--- config.mk ---
export PLATFORM = sky130hd
export DESIGN_NAME = dpram_rd_seq_flat
export DESIGN_NICKNAME = d
export VERILOG_FILES = /design/src/rtl/dpram_seq_pkg.sv /design/src/rtl/dpram_rd_seq_if.sv /design/src/rtl/seq_loop_cnt.sv /design/src/rtl/dpram_rd_seq.sv /design/src/flat_wrapper.sv
export SDC_FILE = /design/constraint.sdc
export NUM_CORES = 1
export LEC_CHECK = 0
export CORE_MARGIN = 1.5
export CORE_UTILIZATION = 35
export DETAILED_ROUTE_END_ITERATION = 10
export PLACE_DENSITY_LB_ADDON = 0.15
export SLEW_MARGIN = 20
export SYNTH_ARGS = -nofsm -noshare
export SYNTH_HDL_FRONTEND = slang
export SYNTH_HIERARCHICAL = 1
export SYNTH_SLANG_ARGS = --single-unit
--- constraint.sdc ---
create_clock -name clk -period 11.7 [get_ports clk]
set_input_delay 2.34 -clock clk [delete_from_list [all_inputs] [get_ports clk]]
set_output_delay 2.34 -clock clk [all_outputs]
set_load 0.02 [all_outputs]
--- src/rtl/dpram_seq_pkg.sv ---
// Shared types and constants for the feature-map DPRAM port-A read sequencer.
package dpram_seq_pkg;

  typedef enum logic [2:0] {
    IDLE,
    RUN,
    DRAIN,
    DONE,
    ERR
  } state_e;

  localparam int unsigned WORD_BYTES = 16;
  localparam int unsigned KERNEL     = 3;
  localparam int unsigned PAD        = (KERNEL - 1) / 2;

  // PAD*w built from repeated addition; PAD is an elaboration constant.
  function automatic logic [31:0] pad_span(input logic [31:0] w);
    logic [31:0] acc;
    acc = '0;
    for (int unsigned i = 0; i < PAD; i++) begin
      acc = acc + w;
    end
    return acc;
  endfunction

endpackage

--- src/rtl/dpram_rd_seq_if.sv ---
// Controller, DPRAM port-A and downstream-buffer signals of the read sequencer.
interface dpram_rd_seq_if #(
  parameter int unsigned ADDR_WIDTH = 19,
  parameter int unsigned DIM_WIDTH  = 9,
  parameter int unsigned CH_WIDTH   = 8
);
  logic                  start;
  logic [ADDR_WIDTH-1:0] cfg_base;
  logic [DIM_WIDTH-1:0]  cfg_width;
  logic [DIM_WIDTH-1:0]  cfg_height;
  logic [CH_WIDTH-1:0]   cfg_channels;
  logic [ADDR_WIDTH-1:0] cfg_plane;
  logic                  rd_ready;
  logic                  we_a;
  logic [ADDR_WIDTH-1:0] addr_a;
  logic                  addr_valid;
  logic                  data_valid;
  logic [1:0]            data_krow;
  logic                  data_last;
  logic                  busy;
  logic                  done;
  logic                  cfg_err;

  modport slave (
    input  start, cfg_base, cfg_width, cfg_height, cfg_channels, cfg_plane, rd_ready,
    output we_a, addr_a, addr_valid, data_valid, data_krow, data_last, busy, done, cfg_err
  );

  modport master (
    output start, cfg_base, cfg_width, cfg_height, cfg_channels, cfg_plane, rd_ready,
    input  we_a, addr_a, addr_valid, data_valid, data_krow, data_last, busy, done, cfg_err
  );
endinterface

--- src/rtl/seq_loop_cnt.sv ---
// Wrap counter for one level of the loop nest: counts 0..i_max, wraps on the increment at i_max.
module seq_loop_cnt #(
  parameter int unsigned WIDTH = 8
) (
  input  logic             clk,
  input  logic             rst,
  input  logic             i_clr,
  input  logic             i_inc,
  input  logic [WIDTH-1:0] i_max,
  output logic [WIDTH-1:0] o_cnt,
  output logic             o_wrap
);
  logic [WIDTH-1:0] r_cnt;
  logic             w_at_max;

  assign w_at_max = (r_cnt == i_max);
  assign o_cnt    = r_cnt;
  assign o_wrap   = i_inc && w_at_max;

  always_ff @(posedge clk) begin
    if (rst || i_clr) begin
      r_cnt <= '0;
    end else if (i_inc) begin
      r_cnt <= w_at_max ? '0 : r_cnt + 1'b1;
    end
  end
endmodule

--- src/rtl/dpram_rd_seq.sv ---
// Port-A read sequencer: walks a C x H x W feature map in 3-row window order,
// one 16-byte word per beat, with padding beats above/below the map.
module dpram_rd_seq
  import dpram_seq_pkg::*;
#(
  parameter int unsigned ADDR_WIDTH = 19,
  parameter int unsigned DIM_WIDTH  = 9,
  parameter int unsigned CH_WIDTH   = 8
) (
  input logic          clk,
  input logic          rst,
  dpram_rd_seq_if.slave bus
);
  localparam int unsigned XW = DIM_WIDTH - 4;

  state_e r_state, w_next;

  logic [ADDR_WIDTH-1:0] r_plane, r_xbase, r_choff, r_rowbase, r_kwin, r_addr;
  logic [DIM_WIDTH-1:0]  r_w, r_h;
  logic [CH_WIDTH-1:0]   r_c;
  logic                  r_addr_valid, r_iss, r_iss_last, r_dv, r_dlast;
  logic [1:0]            r_iss_krow, r_dkrow;

  logic [ADDR_WIDTH-1:0] w_wext, w_pad_new, w_pad_cur;
  logic [DIM_WIDTH:0]    w_rk;
  logic                  w_accept, w_cfg_ok, w_issue, w_row_ok;
  logic                  w_busy, w_done, w_err;
  logic [1:0]            w_k;
  logic [CH_WIDTH-1:0]   w_c;
  logic [DIM_WIDTH-1:0]  w_r;
  logic [XW-1:0]         w_x;
  logic                  w_k_wrap, w_c_wrap, w_r_wrap, w_x_wrap;

  assign w_accept  = (r_state == IDLE) && bus.start;
  assign w_cfg_ok  = (|bus.cfg_width) && (|bus.cfg_height) && (|bus.cfg_channels)
                     && (bus.cfg_width[3:0] == '0);
  assign w_issue   = (r_state == RUN) && bus.rd_ready;
  assign w_wext    = ADDR_WIDTH'(r_w);
  assign w_pad_new = ADDR_WIDTH'(pad_span(32'(bus.cfg_width)));
  assign w_pad_cur = ADDR_WIDTH'(pad_span(32'(r_w)));

  // Source row s = r + k - PAD lies inside the map iff PAD <= r+k < H+PAD.
  assign w_rk     = {1'b0, w_r} + (DIM_WIDTH + 1)'(w_k);
  assign w_row_ok = (w_rk >= (DIM_WIDTH + 1)'(PAD))
                    && (w_rk < ({1'b0, r_h} + (DIM_WIDTH + 1)'(PAD)));

  seq_loop_cnt #(.WIDTH(2)) u_k_cnt (
    .clk(clk), .rst(rst), .i_clr(w_accept), .i_inc(w_issue),
    .i_max(2'(KERNEL - 1)), .o_cnt(w_k), .o_wrap(w_k_wrap)
  );
  seq_loop_cnt #(.WIDTH(CH_WIDTH)) u_c_cnt (
    .clk(clk), .rst(rst), .i_clr(w_accept), .i_inc(w_k_wrap),
    .i_max(r_c - 1'b1), .o_cnt(w_c), .o_wrap(w_c_wrap)
  );
  seq_loop_cnt #(.WIDTH(DIM_WIDTH)) u_r_cnt (
    .clk(clk), .rst(rst), .i_clr(w_accept), .i_inc(w_c_wrap),
    .i_max(r_h - 1'b1), .o_cnt(w_r), .o_wrap(w_r_wrap)
  );
  seq_loop_cnt #(.WIDTH(XW)) u_x_cnt (
    .clk(clk), .rst(rst), .i_clr(w_accept), .i_inc(w_r_wrap),
    .i_max(r_w[DIM_WIDTH-1:4] - 1'b1), .o_cnt(w_x), .o_wrap(w_x_wrap)
  );

  always_ff @(posedge clk) begin
    if (rst) begin
      r_state <= IDLE;
    end else begin
      r_state <= w_next;
    end
  end

  always_comb begin
    w_next = r_state;
    w_busy = 1'b0;
    w_done = 1'b0;
    w_err  = 1'b0;
    case (r_state)
      IDLE:  if (bus.start) w_next = w_cfg_ok ? RUN : ERR;
      RUN: begin
        w_busy = 1'b1;
        if (w_x_wrap) w_next = DRAIN;
      end
      DRAIN: begin
        w_busy = 1'b1;
        if (r_dlast) w_next = DONE;
      end
      DONE: begin
        w_done = 1'b1;
        w_next = IDLE;
      end
      ERR: begin
        w_done = 1'b1;
        w_err  = 1'b1;
        w_next = IDLE;
      end
      default: w_next = IDLE;
    endcase
  end

  // Address = x base + channel offset + s*W; the window term restarts at each
  // (r,c) group and the row base steps by W per output row.
  always_ff @(posedge clk) begin
    if (rst) begin
      r_plane      <= '0;
      r_xbase      <= '0;
      r_choff      <= '0;
      r_rowbase    <= '0;
      r_kwin       <= '0;
      r_addr       <= '0;
      r_w          <= '0;
      r_h          <= '0;
      r_c          <= '0;
      r_addr_valid <= 1'b0;
      r_iss        <= 1'b0;
      r_iss_last   <= 1'b0;
      r_iss_krow   <= '0;
      r_dv         <= 1'b0;
      r_dlast      <= 1'b0;
      r_dkrow      <= '0;
    end else begin
      r_iss      <= w_issue;
      r_iss_krow <= w_k;
      r_iss_last <= w_x_wrap;
      r_dv       <= r_iss;
      r_dkrow    <= r_iss_krow;
      r_dlast    <= r_iss && r_iss_last;
      if (w_accept) begin
        r_w       <= bus.cfg_width;
        r_h       <= bus.cfg_height;
        r_c       <= bus.cfg_channels;
        r_plane   <= bus.cfg_plane;
        r_xbase   <= bus.cfg_base;
        r_choff   <= '0;
        r_rowbase <= '0 - w_pad_new;
        r_kwin    <= '0 - w_pad_new;
      end else if (w_issue) begin
        r_addr       <= w_row_ok ? (r_xbase + r_choff + r_kwin) : '0;
        r_addr_valid <= w_row_ok;
        if (w_k_wrap) begin
          if (w_c_wrap) begin
            r_choff <= '0;
            if (w_r_wrap) begin
              r_xbase   <= r_xbase + ADDR_WIDTH'(WORD_BYTES);
              r_rowbase <= '0 - w_pad_cur;
              r_kwin    <= '0 - w_pad_cur;
            end else begin
              r_rowbase <= r_rowbase + w_wext;
              r_kwin    <= r_rowbase + w_wext;
            end
          end else begin
            r_choff <= r_choff + r_plane;
            r_kwin  <= r_rowbase;
          end
        end else begin
          r_kwin <= r_kwin + w_wext;
        end
      end
    end
  end

  assign bus.we_a       = 1'b0;
  assign bus.addr_a     = r_addr;
  assign bus.addr_valid = r_addr_valid;
  assign bus.data_valid = r_dv;
  assign bus.data_krow  = r_dkrow;
  assign bus.data_last  = r_dlast;
  assign bus.busy       = w_busy;
  assign bus.done       = w_done;
  assign bus.cfg_err    = w_err;

endmodule

--- src/flat_wrapper.sv ---
// flat-port wrapper written by rule: the top's interface ports become plain ports
module dpram_rd_seq_flat import dpram_seq_pkg::*;
#(
  parameter int unsigned ADDR_WIDTH = 19,
  parameter int unsigned DIM_WIDTH  = 9,
  parameter int unsigned CH_WIDTH   = 8
)
  (clk, rst, bus_start, bus_cfg_base, bus_cfg_width, bus_cfg_height, bus_cfg_channels, bus_cfg_plane, bus_rd_ready, bus_we_a, bus_addr_a, bus_addr_valid, bus_data_valid, bus_data_krow, bus_data_last, bus_busy, bus_done, bus_cfg_err);
  dpram_rd_seq_if #(.ADDR_WIDTH(ADDR_WIDTH), .DIM_WIDTH(DIM_WIDTH), .CH_WIDTH(CH_WIDTH)) bus_i ();
  input logic clk;
  input logic rst;
  input wire logic [$bits(bus_i.start)-1:0] bus_start;
  input wire logic [$bits(bus_i.cfg_base)-1:0] bus_cfg_base;
  input wire logic [$bits(bus_i.cfg_width)-1:0] bus_cfg_width;
  input wire logic [$bits(bus_i.cfg_height)-1:0] bus_cfg_height;
  input wire logic [$bits(bus_i.cfg_channels)-1:0] bus_cfg_channels;
  input wire logic [$bits(bus_i.cfg_plane)-1:0] bus_cfg_plane;
  input wire logic [$bits(bus_i.rd_ready)-1:0] bus_rd_ready;
  output wire logic [$bits(bus_i.we_a)-1:0] bus_we_a;
  output wire logic [$bits(bus_i.addr_a)-1:0] bus_addr_a;
  output wire logic [$bits(bus_i.addr_valid)-1:0] bus_addr_valid;
  output wire logic [$bits(bus_i.data_valid)-1:0] bus_data_valid;
  output wire logic [$bits(bus_i.data_krow)-1:0] bus_data_krow;
  output wire logic [$bits(bus_i.data_last)-1:0] bus_data_last;
  output wire logic [$bits(bus_i.busy)-1:0] bus_busy;
  output wire logic [$bits(bus_i.done)-1:0] bus_done;
  output wire logic [$bits(bus_i.cfg_err)-1:0] bus_cfg_err;
  assign bus_i.start = bus_start;
  assign bus_i.cfg_base = bus_cfg_base;
  assign bus_i.cfg_width = bus_cfg_width;
  assign bus_i.cfg_height = bus_cfg_height;
  assign bus_i.cfg_channels = bus_cfg_channels;
  assign bus_i.cfg_plane = bus_cfg_plane;
  assign bus_i.rd_ready = bus_rd_ready;
  assign bus_we_a = bus_i.we_a;
  assign bus_addr_a = bus_i.addr_a;
  assign bus_addr_valid = bus_i.addr_valid;
  assign bus_data_valid = bus_i.data_valid;
  assign bus_data_krow = bus_i.data_krow;
  assign bus_data_last = bus_i.data_last;
  assign bus_busy = bus_i.busy;
  assign bus_done = bus_i.done;
  assign bus_cfg_err = bus_i.cfg_err;
  dpram_rd_seq #(.ADDR_WIDTH(ADDR_WIDTH), .DIM_WIDTH(DIM_WIDTH), .CH_WIDTH(CH_WIDTH)) u_core (.clk(clk), .rst(rst), .bus(bus_i));
endmodule
After elaboration in Yosys (flattened, before gate mapping). Cells that the tools add are included.

Add/subtract/negate cells: 17. Multipliers: 0. Divide/modulo/power cells: 0. Magnitude comparators: 2. Eq/ne operators: 11. Shift-type cells: 0. Multiplexer cells: 27. Bitwise operators: 1. Reductions and logical operators: 29.

Operators with widths (number): $mux 19 (15); $add 19x19->19 (3); $add 19x9->19 (2); $sub 1x9->10 const A (2); $add 19x5->19 const B (1); $reduce_or 9->1 (2); $mux 3 (4); $logic_and 1x1->1 (11); $add 9x1->10 const B (1); $add 9x2->10 (1); $ge 10x1->1 const B (1); $lt 10x10->1 (1); $add 9x1->9 const B (1); $eq 9x9->1 (1); $mux 9 (1); $pmux 3 s3 (1); $sub 9x1->9 const B (1); $add 8x1->8 const B (1); $eq 8x8->1 (1); $mux 8 (1); $reduce_bool 2->1 (4); $reduce_or 8->1 (1); $sub 8x1->8 const B (1); $eq 3x2->1 const B (2); 20 further kinds (27).

Register bits: 176. Latch bits: 0. Bits in writable memories: 0. Bits in read-only memories: 0. Output and inout bits: 28. Word-level logic and storage cells: 108. Memories: 0.

Longest topological paths before layout. Gate-level depths: netlist of the first run.

Depth after elaboration: 10. Mapped depth: 20. Depth with buffers taken out: 18.

Cells and area by module. Netlist of the first run, hierarchy kept.

By module, submodules not included: dpram_rd_seq (times used 1, cells each 1351, area each 10533.9 um2, sequential area each 3042.9 um2); seq_loop_cnt (u_core.u_r_cnt) (times used 1, cells each 55, area each 526.8 um2, sequential area each 180.2 um2); seq_loop_cnt (u_core.u_c_cnt) (times used 1, cells each 48, area each 454.2 um2, sequential area each 160.2 um2); seq_loop_cnt (u_core.u_x_cnt) (times used 1, cells each 28, area each 295.3 um2, sequential area each 100.1 um2); seq_loop_cnt (u_core.u_k_cnt) (times used 1, cells each 12, area each 125.1 um2, sequential area each 40.0 um2).

Least setup slack after synthesis of the first run. No wires, ideal clock.

Kind: input-to-reg. Start: input bus_rd_ready. End: register u_core.r_kwin[12]. Arrival: 5.999 ns. Data required time: 11.626 ns. Slack: 5.627 ns. Stages: 16. Buffers on the path: 3. Path through: nand3_1 clkbuf_1 inv_1 clkbuf_1 and3_4 buf_4 nand2_1 nor3_4 nand2_1 nor3_1 inv_1 o21ai_1 nor2_1 o21a_1 or4_1 a31oi_1.

Cells in the longest elaborated chain, start to end: 9. Elaborated cells between the ends (all ways): 10. Those cells by class: mux (5); reduce/logical (5).

Ends and longest elaborated chain: start, declared (RTL line flat_wrapper.sv:18) `input wire logic [$bits(bus_i.rd_ready)-1:0] bus_rd_ready;`; $logic_and 1x1->1 (RTL line dpram_rd_seq.sv:37) `assign w_issue = (r_state == RUN) && bus.rd_ready;`; net u_core.w_issue (RTL line dpram_rd_seq.sv:26) `logic w_accept, w_cfg_ok, w_issue, w_row_ok;`; $logic_and 1x1->1 (RTL line seq_loop_cnt.sv:18) `assign o_wrap = i_inc && w_at_max;`; net u_core.w_k_wrap (RTL line dpram_rd_seq.sv:32) `logic w_k_wrap, w_c_wrap, w_r_wrap, w_x_wrap;`; $logic_and 1x1->1 (RTL line seq_loop_cnt.sv:18); net u_core.w_c_wrap (RTL line dpram_rd_seq.sv:32); $logic_and 1x1->1 (RTL line seq_loop_cnt.sv:18); net u_core.w_r_wrap (RTL line dpram_rd_seq.sv:32); $mux 19 (RTL line dpram_rd_seq.sv:142) `if (w_r_wrap) begin`; $mux 19; $mux 19 (RTL line dpram_rd_seq.sv:139) `if (w_k_wrap) begin`; $mux 19 (RTL line dpram_rd_seq.sv:136) `end else if (w_issue) begin`; $mux 19 (RTL line dpram_rd_seq.sv:127) `if (w_accept) begin`; end signal, assigned (RTL line dpram_rd_seq.sv:135) `r_kwin <= '0 - w_pad_new;`; end signal, assigned (RTL line dpram_rd_seq.sv:145) `r_kwin <= '0 - w_pad_cur;`; end signal, assigned (RTL line dpram_rd_seq.sv:148) `r_kwin <= r_rowbase + w_wext;`; end, declared (RTL line dpram_rd_seq.sv:18) `logic [ADDR_WIDTH-1:0] r_plane, r_xbase, r_choff, r_rowbase, r_kwin, r_addr;`.

The timed path passes the listed nets, and every way through them passes these cells. The select of a mux whose other input is x is not followed. A chain may end at the register's enable or synchronous reset.

Final worst setup path of the first run.
Start: input bus_rd_ready. End: register u_core.r_kwin[12].

Cells in the longest elaborated chain, start to end: 9. Elaborated cells between the ends (all ways): 10. Those cells by class: mux (5); reduce/logical (5).

Ends and longest elaborated chain (RTL line): $logic_and 1x1->1 (dpram_rd_seq.sv:37); $logic_and 1x1->1 (seq_loop_cnt.sv:18); net u_core.w_k_wrap (dpram_rd_seq.sv:32); $logic_and 1x1->1 (seq_loop_cnt.sv:18); net u_core.w_c_wrap (dpram_rd_seq.sv:32); $logic_and 1x1->1 (seq_loop_cnt.sv:18); net u_core.w_r_wrap (dpram_rd_seq.sv:32); $mux 19 (dpram_rd_seq.sv:142); $mux 19; $mux 19 (dpram_rd_seq.sv:139); $mux 19 (dpram_rd_seq.sv:136); $mux 19 (dpram_rd_seq.sv:127).

The timed path passes the listed nets, and every way through them passes these cells. The select of a mux whose other input is x is not followed.

==> results.md, run 1 <==
- Dominant cell type by area after synthesis: dfxtp_1
- Max Fclk: 166 MHz
- Max_cap viols: 0
- Antenna cells: 0
- Setup crit end kind: flop
- Initial antenna violation count: 0
- Drt initial violations: 885
- Vias in the first global route: 10414
- Post-CTS Setup Repair Bufs: 0
- CP Class: in2reg
- Share of layout cells above drive strength 1: 4.75%
- Port Buf Inserts: 94
- CP peak stage delay: 550 ps
- Core area: 33500 µm²
- Slowest stage cell, crit path: clkdlybuf4s50_1
- Number of buffers created by CTS: 17
- Max-slew headroom: 36.3%
- Seq pwr share: 42.9%
- Top-area cell type share of the netlist area: 29.5%
- Pin count of the biggest net entering global routing: 73
- Slew at the pin closest to its max-slew limit: 956 ps
- Required time of the critical path: 12080 ps
- Outcome: completed
- Sinks on the clock net: 176
- Drt via density: 5.43
- Ys flop type: dfxtp_1
- Overflow after GRT: 0
- Largest cells by area after synthesis: dfxtp_1 30%, ha_1 7.9%, nand2_1 6.2%, a21oi_1 5.2%, xnor2_1 4.8%
- Worst hold slack: 430 ps
- Register bit total from synthesis: 176
- Post-synthesis cell type count: 80
- Global-route wire length before repair: 57600 µm
- Skew final: 16.9 ps
- Chip Width: 188 µm
- Pre-antenna DRT Iters: 5
- Tot GR Track Use: 20.4%
- Reg clk slew, reported paths: 80 ps
- Via count: 10887
- Static leakage: 0.00550 µW
- P_int: 1090 µW
- Root Buffer: clkbuf_16
- Routed Antenna Nets: 0
- Worst Path Max Fanout: 38
- Final Non-Filler Cells: 2006
- Clock Latency Late Sink: 450 ps
- FFs w/ async S/R, synth: 0%
- Clk buf depth: 2
- Critical-path cell list: clkdlybuf4s50_1 > nand3_1 > buf_4 > inv_1 > and3_4 > nand2_1 > nor3_4 > nand2_1 > nor3_2 > buf_4 > inv_1 > o21a_1 > nand3_1 > mux2i_1 > or4_1 > a31oi_1
- Design Area, Final: 13900 µm²
- Commonest cells after routing, fill and taps aside: 196 x nand2_1, 176 x dfxtp_1, 131 x nor2_1, 125 x a21oi_1, 93 x clkdlybuf4s50_1
- Number of warnings issued by yosys: 6
- Final hold vios: 0
- Sw power: 451 µW
- Critical Path AT: 6400 ps
- Drt wl/cell: 17.8 µm
- EDFF count, synth: 0
- Gpl congestion: 0.839
- Comb power frac: 16.7%
- Sw Share: 29.2%
- I/O Pins: 96
- Clock Power Share: 40.4%
- CP Launch Type: primary input
- Count of hold-fix buffers inserted at cts: 0
- Placed standard-cell area: 13200 µm²
- Worst vdd ir: 0.000108 V
- Placed cells: 1974
- PwrDens: 111 nW/µm²
- Final Max Tran Viols: 0
- DP Wirelength: 26200 µm
- Worst Hold Class: reg2reg
- WL final: 35600 µm
- Cell Area, Synth: 11900 µm²
- Final critical-path required period: 6020 ps
- Drc violations: 0
- CTS tree: done
- Num rows: 67
- Syn avg cell area: 7.99 µm²
- H-tree levels: 4
- Die ar.: 35200 µm²
- Number of gates resized after CTS: 0
- Nets: 1711
- Register area share after synthesis: 29.5%
- Unrepaired setup endpoints after global routing: false
- Post-Syn Instances: 1494
- Commonest non-fill, non-tap cell in the layout: nand2_1
- Period utilization: 51.5%
- Die H: 188 µm
- Final setup viols: 0
- Sum of negative setup slack: 0 ps
- Area Overhead vs Synth: 16.1%
- Initial Utilization: 35.6%
==> cells in the mapped netlist (12+ instances only) <==
cell / count
nor4_1: 19
nor2b_1: 18
a21o_1: 28
a21oi_1: 125
inv_1: 45
a31oi_1: 18
nor3_1: 33
dfxtp_1: 176
nand3_1: 43
o211ai_1: 25
clkbuf_1: 55
nand4_1: 19
nand2b_1: 13
nand2_1: 198
and2_1: 12
a22oi_1: 23
xnor2_1: 65
o21a_1: 13
o21ai_0: 64
nor2_1: 131
xor2_1: 57
ha_1: 75
a211oi_1: 27
fa_1: 23
and3_1: 32
==> worst max-delay path, delay by kind of cell <==
family	cells	cell delay, ps
buf+inv	5	1590
compound gates	2	640
mux	1	100
simple gates	8	1720
==> flip-flops by register name, indices dropped and copies added (netlist names), 2 cells and up <==
register and flops:
u_core/r_xbase 19, u_core/bus.addr_a 19, u_core/r_plane 19, u_core/r_kwin 19, u_core/u_x_cnt/o_cnt 5, u_core/u_c_cnt/o_cnt 8, u_core/r_c 8, u_core/u_k_cnt/o_cnt 2
u_core/r_choff 19, u_core/r_h 9, u_core/u_r_cnt/o_cnt 9, u_core/r_iss_krow 2, u_core/r_rowbase 19, u_core/r_w 9, u_core/r_state 3, u_core/bus.data_krow 2
==> metrics by stage <==
stage          utilization, %  power [µW]  worst slack, ps
3_5_place_dp             39.4         934             5250
6_report                 41.3        1540             5680
5_1_grt                  41.3        1620             5340
3_3_place_gp             39.4         931             5370
4_1_cts                  41.3        1560             5700
2_1_floorplan               -         847             5630
==> path summary, 6_finish.rpt <==
path	from	end	slack (ps)	cells after the start
worst min-delay path	u_core/r_iss_last	u_core/bus.data_last	430	1
worst min register to register	u_core/r_iss_last	u_core/bus.data_last	430	1
worst max register to register	u_core/r_state[1]	u_core/r_kwin[12]	7380	16
worst max-delay path	bus_rd_ready	u_core/r_kwin[12]	5680	16
==> metal layers <==
metal	wire, µm	part of all wire [%]	vias to the layer above	track usage [%]
li1	-	-	5443	-
met4	493	1.4	0	5.05
met3	1550	4.3	28	3.44
met1	17300	49	5153	28.3
met2	16300	46	263	33.0
met5	0	0	-	0
==> layout make-up <==
cell class | instances | area (µm²)
Clock buffer | 19 | 453
Clock inverter | 13 | 174
Fill cell | 3449 | 19700
Inverter | 45 | 170
Multi-Input combinational cell | 1201 | 7960
Sequential cell | 176 | 3520
Tap cell | 448 | 561
Timing Repair Buffer | 104 | 1010
==> kinds of logic after synthesis <==
kind of cell | Yosys count | share of synthesized area [%]
other | 2 | 0.0629
DFF | 176 | 29.5
AOI/OAI and AO/OA | 394 | 21.4
muxes | 12 | 1.05
buffers and inverters | 119 | 3.98
adders and majority gates | 99 | 11.8
and+or+nand+nor | 568 | 22.8
xor gates and xnor gates | 124 | 9.32
==> power by group through the flow <==
| stage | clock network (µW) | logic, µW | registers (µW) |
|---|---|---|---|
| final | 623 | 258 | 662 |
| after CTS | 641 | 259 | 662 |
| after floorplan | 0 | 188 | 659 |
| after global routing | 665 | 289 | 666 |
| after detailed placement | 0 | 258 | 676 |
| after global placement | 0 | 256 | 676 |
(Power assumes the default switching activity.)
==> run 2: changes to the inputs <==
clock period = 5.7 ns   (was 11.7 ns; I/O delays follow)
==> run 2 against run 1 <==
Effect of this change: combinational power increased by 110%; flip-flop and latch count stayed put; total power rose by 99%; clock-buffer cell count unchanged; utilization down 0.078 points; cell count up 0.15%; global-route usage about the same; sequential power increased by 110%; wire length grew 0.81%; die area is the same; critical path type is now reg2reg.
==> results.md, run 2 (same netlist as run 1, synthesis figures left out) <==
- Outcome: completed
- Worst Path Max Fanout: 28
- Sinks on the clock net: 176
- Hold Crit Endpoint: u_core/bus.data_last
- Commonest cells after routing, fill and taps aside: 197 x nand2_1, 176 x dfxtp_1, 131 x nor2_1, 125 x a21oi_1, 93 x clkdlybuf4s50_1
- Fill cells: 3417
- Count of hold-fix buffers inserted at cts: 0
- Nets: 1714
- Core area: 33500 µm²
- Routed Antenna Nets: 0
- Antenna cells: 0
- Root Buffer: clkbuf_16
- Clock Latency Late Sink: 450 ps
- Total power: 3060 µW
- R2R Setup Slk: 1350 ps
- DP Wirelength: 26300 µm
- Drt via density: 5.40
- Share of layout cells above drive strength 1: 4.80%
- Pin count of the biggest net entering global routing: 121
- Chip Width: 188 µm
- HP Start: u_core/r_iss_last
- Final critical-path required period: 4350 ps
- Slew at the pin closest to its max-slew limit: 826 ps
- Max_cap viols: 0
- Overflow after GRT: 0
- CP Class: reg2reg
- Clk buf depth: 2
- CP Launch Type: flop
- Via count: 10842
- Number of gates resized after CTS: 0
- Final hold vios: 0
- WL final: 35900 µm
- H-tree levels: 4
- Initial antenna violation count: 0
- Drt initial violations: 820
- Pre-antenna DRT Iters: 8
- Port Buf Inserts: 94
- Critical Path AT: 4720 ps
- Max-slew headroom: 44.7%
- Sum of negative setup slack: 0 ps
- R2R depth: 15
- Initial Utilization: 35.6%
- Worst Hold Class: reg2reg
- Max Fclk: 230 MHz
- Commonest non-fill, non-tap cell in the layout: nand2_1
- PwrDens: 222 nW/µm²
- Drc violations: 0
- R2r startpoint: u_core/r_c[2]
- Required time of the critical path: 6070 ps
- Die ar.: 35200 µm²
- Gpl congestion: 0.854
- Static leakage: 0.00547 µW
- Setup crit end kind: flop
- WHS Path Cells: 1
- Worst reg2reg endpoint: u_core/r_kwin[12]
- Die H: 188 µm
- Num rows: 67
- Final setup viols: 0
- Drt wl/cell: 17.9 µm
- Period utilization: 76.2%
- CTS tree: done
- Skew final: 15.3 ps
- I/O Pins: 96
- Number of buffers created by CTS: 17
- Worst vdd ir: 0.000202 V
- Area Overhead vs Synth: 15.9%
- Vias in the first global route: 10317
- Reg clk slew, reported paths: 70 ps
- Post-CTS Setup Repair Bufs: 0
- Unrepaired setup endpoints after global routing: false
- Global-route wire length before repair: 57400 µm
- Tot GR Track Use: 20.5%
- Final Max Tran Viols: 0
run 2: power by group:
group	leakage, µW	internal (µW)	switching, µW
logic	0.00377	238	292
clock network	0.000263	620	553
registers	0.00144	1280	78.1
run 2: stage by stage:
step	utilization (%)	cells	instance area [µm²]	setup WS (ps)	hold WS (ps)
4_1_cts	41.2	2009	13800	1350	435
3_5_place_dp	39.5	1977	13300	1070	423
6_report	41.2	2009	13800	1350	433
3_3_place_gp	39.5	1977	13300	1190	410
2_1_floorplan	-	1496	11900	827	406
5_1_grt	41.2	2009	13800	1000	473
run 2: layout make-up:
type / instances / area, µm² / share of cell area (%)
clock inverter: 13 / 125 / 0.905
multi-input combinational: 1201 / 7960 / 57.5
timing repair buffer: 107 / 1050 / 7.58
tap: 448 / 561 / 4.05
inverter: 45 / 170 / 1.23
clock buffer: 19 / 443 / 3.20
sequential: 176 / 3520 / 25.5
run 2: critical path, stage by stage, from the launching register on:
cell and delay (ps):
dfxtp_1 350, or4_1 550, nor4_1 270, xor2_1 240, xnor2_1 150, nand3_1 190, nor3_4 220, nand2_1 130
nor3_2 110, buf_4 350, inv_1 300, o21a_1 480, nand3_1 180, mux2i_1 90, or4_1 500, a31oi_1 160
run 2: worst max-delay path by stage:
| stage | end | slack, ps | cells after the start | from |
|---|---|---|---|---|
| 6_report | u_core/r_kwin[12] | 1350 | 15 | u_core/r_c[2] |
| 3_3_place_gp | u_core/r_kwin[12] | 1190 | 15 | bus_rd_ready |
| 5_1_grt | u_core/r_kwin[12] | 1000 | 15 | u_core/r_c[2] |
| 4_1_cts | u_core/r_kwin[12] | 1350 | 15 | u_core/r_c[2] |
| 3_5_place_dp | u_core/r_kwin[12] | 1070 | 15 | bus_rd_ready |
| 2_1_floorplan | u_core/r_kwin[12] | 830 | 16 | bus_rd_ready |
run 2: routing by layer:
metal	GRT usage [%]	wire length [µm]	up-vias
li1	-	-	5447
met1	29.0	17500	5101
met2	32.3	16200	260
met3	3.03	1650	34
met4	5.51	624	0
met5	0	0	-
==> RTL change 1 (settings of run 1) <==
`CH_WIDTH` is set to 8 in 3 places; all go to 6.
--- a/src/rtl/dpram_rd_seq_if.sv
+++ b/src/rtl/dpram_rd_seq_if.sv
@@ -3,5 +3,5 @@
   parameter int unsigned ADDR_WIDTH = 19,
   parameter int unsigned DIM_WIDTH  = 9,
-  parameter int unsigned CH_WIDTH   = 8
+  parameter int unsigned CH_WIDTH   = 6
 );
   logic                  start;
--- a/src/rtl/dpram_rd_seq.sv
+++ b/src/rtl/dpram_rd_seq.sv
@@ -6,5 +6,5 @@
   parameter int unsigned ADDR_WIDTH = 19,
   parameter int unsigned DIM_WIDTH  = 9,
-  parameter int unsigned CH_WIDTH   = 8
+  parameter int unsigned CH_WIDTH   = 6
 ) (
   input logic          clk,
--- a/src/flat_wrapper.sv
+++ b/src/flat_wrapper.sv
@@ -4,5 +4,5 @@
   parameter int unsigned ADDR_WIDTH = 19,
   parameter int unsigned DIM_WIDTH  = 9,
-  parameter int unsigned CH_WIDTH   = 8
+  parameter int unsigned CH_WIDTH   = 6
 )
   (clk, rst, bus_start, bus_cfg_base, bus_cfg_width, bus_cfg_height, bus_cfg_channels, bus_cfg_plane, bus_rd_ready, bus_we_a, bus_addr_a, bus_addr_valid, bus_data_valid, bus_data_krow, bus_data_last, bus_busy, bus_done, bus_cfg_err);
Interface: changed (resized bus_cfg_channels); port bits go from 96 to 94. No check against the original RTL was run, so the function may have changed too.
==> RTL change 1 against run 1 <==
Design area decreased by 1.6%. Critical path depth increased by 2. Core utilization increased by 0.25 points. Worst hold slack got worse by 0.00093 ns. Fmax decreased by 15%. Synthesized area decreased by 1.7%. Sequential cell count decreased by 4. Total power increased by 0.20%. Clock power increased by 3%. First-iteration DRC count decreased by 31%. Wire length decreased by 5.5%. Critical path type unchanged. Final cell count decreased by 2.2%. Highest routed layer unchanged. Setup slack got worse by 1.1 ns.
==> RTL change 1: results (changes against run 1) <==
stage,metric,value,unit,change
run_status,status,completed,,
placed_design,gp_congestion,0.831,,-0.88%
finish,fillerInstances,3399,,-1.4%
placed_design,dpl.hpwl,24200,microns,-7.4%
route,vias,10500,,-3.2%
critical_path,critPathArrivalTime,7.45,ns,+1.05 ns
timing,final_period_minus_worst_setup_slack,7.08,ns,+1.06 ns
placed_design,io_buffers,92,,-2.1%
critical_path,critPathMaxFanout,57,,+50%
route,routed_wl,33700,microns,-5.5%
timing,clock_skew,0.0141,ns,-0.00287 ns
finish,area_growth,16.1,%,about the same
synthesis,yosysSeqAreaShare,0.293,,-0.00176
placed_design,pre_cts_ws,4.20,ns,-1.05 ns
critical_path,critPathSlowestCell,and3_4,,
power_and_ir_drop,ir_worst_vdd,0.110,mV,+1.7%
synthesis,synth_area_leaders,"dfxtp_1 (29%), ha_1 (8.0%), nand2_1 (5.9%)",,
critical_path,cpPeakStageDelay,0.53,ns,-0.02 ns
placed_design,place_area,13000,sq um,-1.9%
timing,tightest_slew,1.05,ns,+0.0928 ns
power_and_ir_drop,p_leak,0.00530,uW,-3.6%
global_routing,grt_pass1_vias,10200,,-1.9%
route,dr.first_iter.drc_count,613,,-31%
route,firstDrtPassIters,6,,+1
finish,drive_above_1_share,0.0474,,-0.000128
clock_network,clk_pin_slew,0.07,ns,
global_routing,grt_first_pass_wirelength,53900,microns,-6.3%
finish,nets,1672,,-2.3%
synthesis,synthDistinctLibCells,85,,+6.3%
## RTL change 1: cell types whose count changed after synthesis, moves of 5 or more
cell / delta
nand4_1: +5
a21o_1: -7
nor2_1: -9
a211oi_1: +14
nand3b_1: -5
nor4_1: -12
a21oi_1: +12
nand3_1: -9
nand2_1: -14
and3_1: -8
or3_1: +7
a21boi_0: +6
## RTL change 1: worst paths after layout
check                     from                   end  slack, ns  cells after the start
max               bus_rd_ready     u_core/r_kwin[17]       4.62                     18
min          u_core/r_iss_last  u_core/bus.data_last       0.43                      1
max reg2reg  u_core/r_state[1]     u_core/r_kwin[17]       6.35                     18
min reg2reg  u_core/r_iss_last  u_core/bus.data_last       0.43                      1
## RTL change 1: cells by family (layout without fill, tap and decap cells)
kind of cell / after synthesis / after routing / share of synthesized area
simple gates: 524 / 524 / 0.216
compound gates: 404 / 404 / 0.222
flops: 172 / 172 / 0.293
xor+xnor: 127 / 127 / 0.0970
buf+inv: 120 / 179 / 0.0411
fa+ha+maj: 98 / 98 / 0.119
mux: 12 / 12 / 0.0105
other cells: 2 / 4 / 0.000640
## RTL change 1: where the power goes
part,switching [uW],internal [uW],total (uW)
registers,36.6,611,648
clock network,252,389,641
logic,143,114,257
total,431,1110,1550
## RTL change 1: worst max-delay path, delay by kind of cell
kind                   cells  cell delay (ns)
AOI/OAI and AO/OA          4             0.79
buffers and inverters      5             2.13
and+or+nand+nor            9             2.14
## RTL change 1: layout make-up
cell class | instances | share of cell area
clock buffers | 20 | 0.0335
flip-flops and latches | 172 | 0.253
inverters | 49 | 0.0135
repair buffers | 99 | 0.0713
well taps | 442 | 0.0406
clock inverters | 11 | 0.0140
multi-input cells | 1169 | 0.575
## RTL change 1: per-layer routing
| metal | global-route usage | vias up | wire length [microns] |
|---|---|---|---|
| met3 | 0.0321 | 41 | 1140 |
| met1 | 0.262 | 4978 | 16100 |
| met5 | 0 | - | 0 |
| met4 | 0.0787 | 0 | 1110 |
| li1 | - | 5330 | - |
| met2 | 0.329 | 193 | 15300 |
## RTL change 1: metrics by stage
stage / hold slack, ns / std cells
floorplan: 0.406 / 1461
global placement: 0.413 / 1931
detailed placement: 0.417 / 1931
CTS: 0.433 / 1962
global route: 0.448 / 1962
finish: 0.429 / 1962
==> RTL change 2 (config.mk and constraints of run 1) <==
Without the edit above. Encoding of `state_e`: now one-hot (5 bits for 5 states).
--- a/src/rtl/dpram_seq_pkg.sv
+++ b/src/rtl/dpram_seq_pkg.sv
@@ -2,10 +2,10 @@
 package dpram_seq_pkg;
 
-  typedef enum logic [2:0] {
-    IDLE,
-    RUN,
-    DRAIN,
-    DONE,
-    ERR
+  typedef enum logic [4:0] {
+    IDLE  = 5'b00001,
+    RUN   = 5'b00010,
+    DRAIN = 5'b00100,
+    DONE  = 5'b01000,
+    ERR   = 5'b10000
   } state_e;
 
Behaviour: same outputs for any inputs over 4 cycles, from zero or initial values and one cycle with rst high; so few cycles prove little.
==> RTL change 2 against run 1 <==
Total power increased by 6.6%. Largest power group unchanged. Sequential cell count up 2. Die area is 0.73% higher. Design area increased by 0.70%. Register-to-register slack got worse by 0.35 ns. Critical endpoint is now u_core/r_xbase[17]. Global-route usage shrank 0.84 points. Synthesized area up 0.74%. Critical path type unchanged. Count of clock-buffer cells in the layout is 1 lower. Setup slack lost 0.34 ns. Worst hold slack got worse by 0.0065 ns. Wire length down 3.3%. Critical path depth down 2.
==> RTL change 2: results (changes against run 1) <==
stage,metric,value,unit,change
run_status,status,completed,,
timing,final_period_minus_worst_setup_slack,6.36,ns,+0.340 ns
placed_design,place_area,13300,sq um,+0.62%
placed_design,pre_cts_ws,4.87,ns,-0.374 ns
power_and_ir_drop,p_leak,0.00529,uW,-3.8%
critical_path,critPathMaxFanout,33,,-13%
synthesis,synth_area_leaders,"dfxtp_1 (30%), ha_1 (7.8%), a21oi_1 (5.6%)",,
critical_path,r2r_slack,7.03,ns,-0.35 ns
finish,drive_above_1_share,0.0513,,+0.00382
timing,tightest_slew,1.02,ns,+0.0619 ns
route,vias,10800,,-0.79%
synthesis,synthDistinctLibCells,90,,+13%
power_and_ir_drop,p_sw_frac,0.304,,+0.0119
critical_path,r2r_end,u_core/r_xbase[17],,
finish,nets,1713,,+0.12%
global_routing,grt_first_pass_wirelength,55300,microns,-4.0%
timing,finalHoldWorstSlack,0.424,ns,-0.00647 ns
route,dr.first_iter.drc_count,730,,-18%
global_routing,grt_max_degree,89,,+22%
power_and_ir_drop,ir_worst_vdd,0.106,mV,-2.1%
critical_path,path_class,input pin to flop,,
placed_design,gp_congestion,0.859,,+2.4%
global_routing,grt_usage,0.196,,-0.00841
critical_path,cpPeakStageDelay,0.51,ns,-0.04 ns
timing,clock_skew,0.0115,ns,-0.00540 ns
critical_path,r2r_start,u_core/r_state[0],,
critical_path,crit_path_start,bus_rd_ready,,
min_path,hp-class,flop to flop,,
synthesis,synthTopCellsByCount,"nand2_1 (180), dfxtp_1 (178), nor2_1 (138)",,
synthesis,yosysSeqAreaShare,0.296,,+0.00115
route,routed_wl,34500,microns,-3.3%
route,wl_per_cell,17.2,microns,-3.3%
synthesis,syn_inst,1492,,-0.13%
[RTL change 2: cell types whose count changed after synthesis, sizes merged, moves of 10 or more]
cell    change
a21o       -18
o211ai     -12
and3       -19
a21oi      +10
inv        +14
nand3      -15
nand2      -16
[RTL change 2: critical path, delay by kind of cell]
| kind | cells | cell delay (ns) |
|---|---|---|
| AO/OA/AOI/OAI | 1 | 0.09 |
| XOR/XNOR | 1 | 0.17 |
| buffers and inverters | 6 | 1.95 |
| AND/OR/NAND/NOR | 6 | 2.09 |
[RTL change 2: layer usage]
| metal | GRT usage | part of all wire | vias up | wire (microns) |
|---|---|---|---|---|
| met4 | 0.0528 | 0.014 | 0 | 471 |
| met5 | 0 | 0 | - | 0 |
| met1 | 0.259 | 0.47 | 5126 | 16100 |
| met2 | 0.333 | 0.48 | 210 | 16600 |
| met3 | 0.0281 | 0.038 | 27 | 1310 |
| li1 | - | - | 5438 | - |
[RTL change 2: cell families after synthesis]
| family | after synthesis | share of synthesized area |
|---|---|---|
| flops | 178 | 0.296 |
| xor+xnor | 129 | 0.0961 |
| buf+inv | 130 | 0.0445 |
| simple gates | 543 | 0.221 |
| mux | 10 | 0.00853 |
| fa+ha+maj | 99 | 0.117 |
| other cells | 2 | 0.000625 |
| compound gates | 401 | 0.215 |
[RTL change 2: area by class of cell]
cell class,count,area (sq um)
Clock buffer,18,439
Clock inverter,13,200
Multi-Input combinational cell,1186,7940
Inverter,60,226
Antenna cell,1,2.50
Fill cell,3459,19800
Tap cell,448,561
Sequential cell,178,3560
Timing Repair Buffer,104,1010
[RTL change 2: power groups by stage]
stage	combinational [uW]	clock [uW]	sequential [uW]
after floorplan	236	0	679
after global placement	315	0	698
after detailed placement	317	0	698
after CTS	319	662	684
after global routing	356	687	690
final	317	643	684
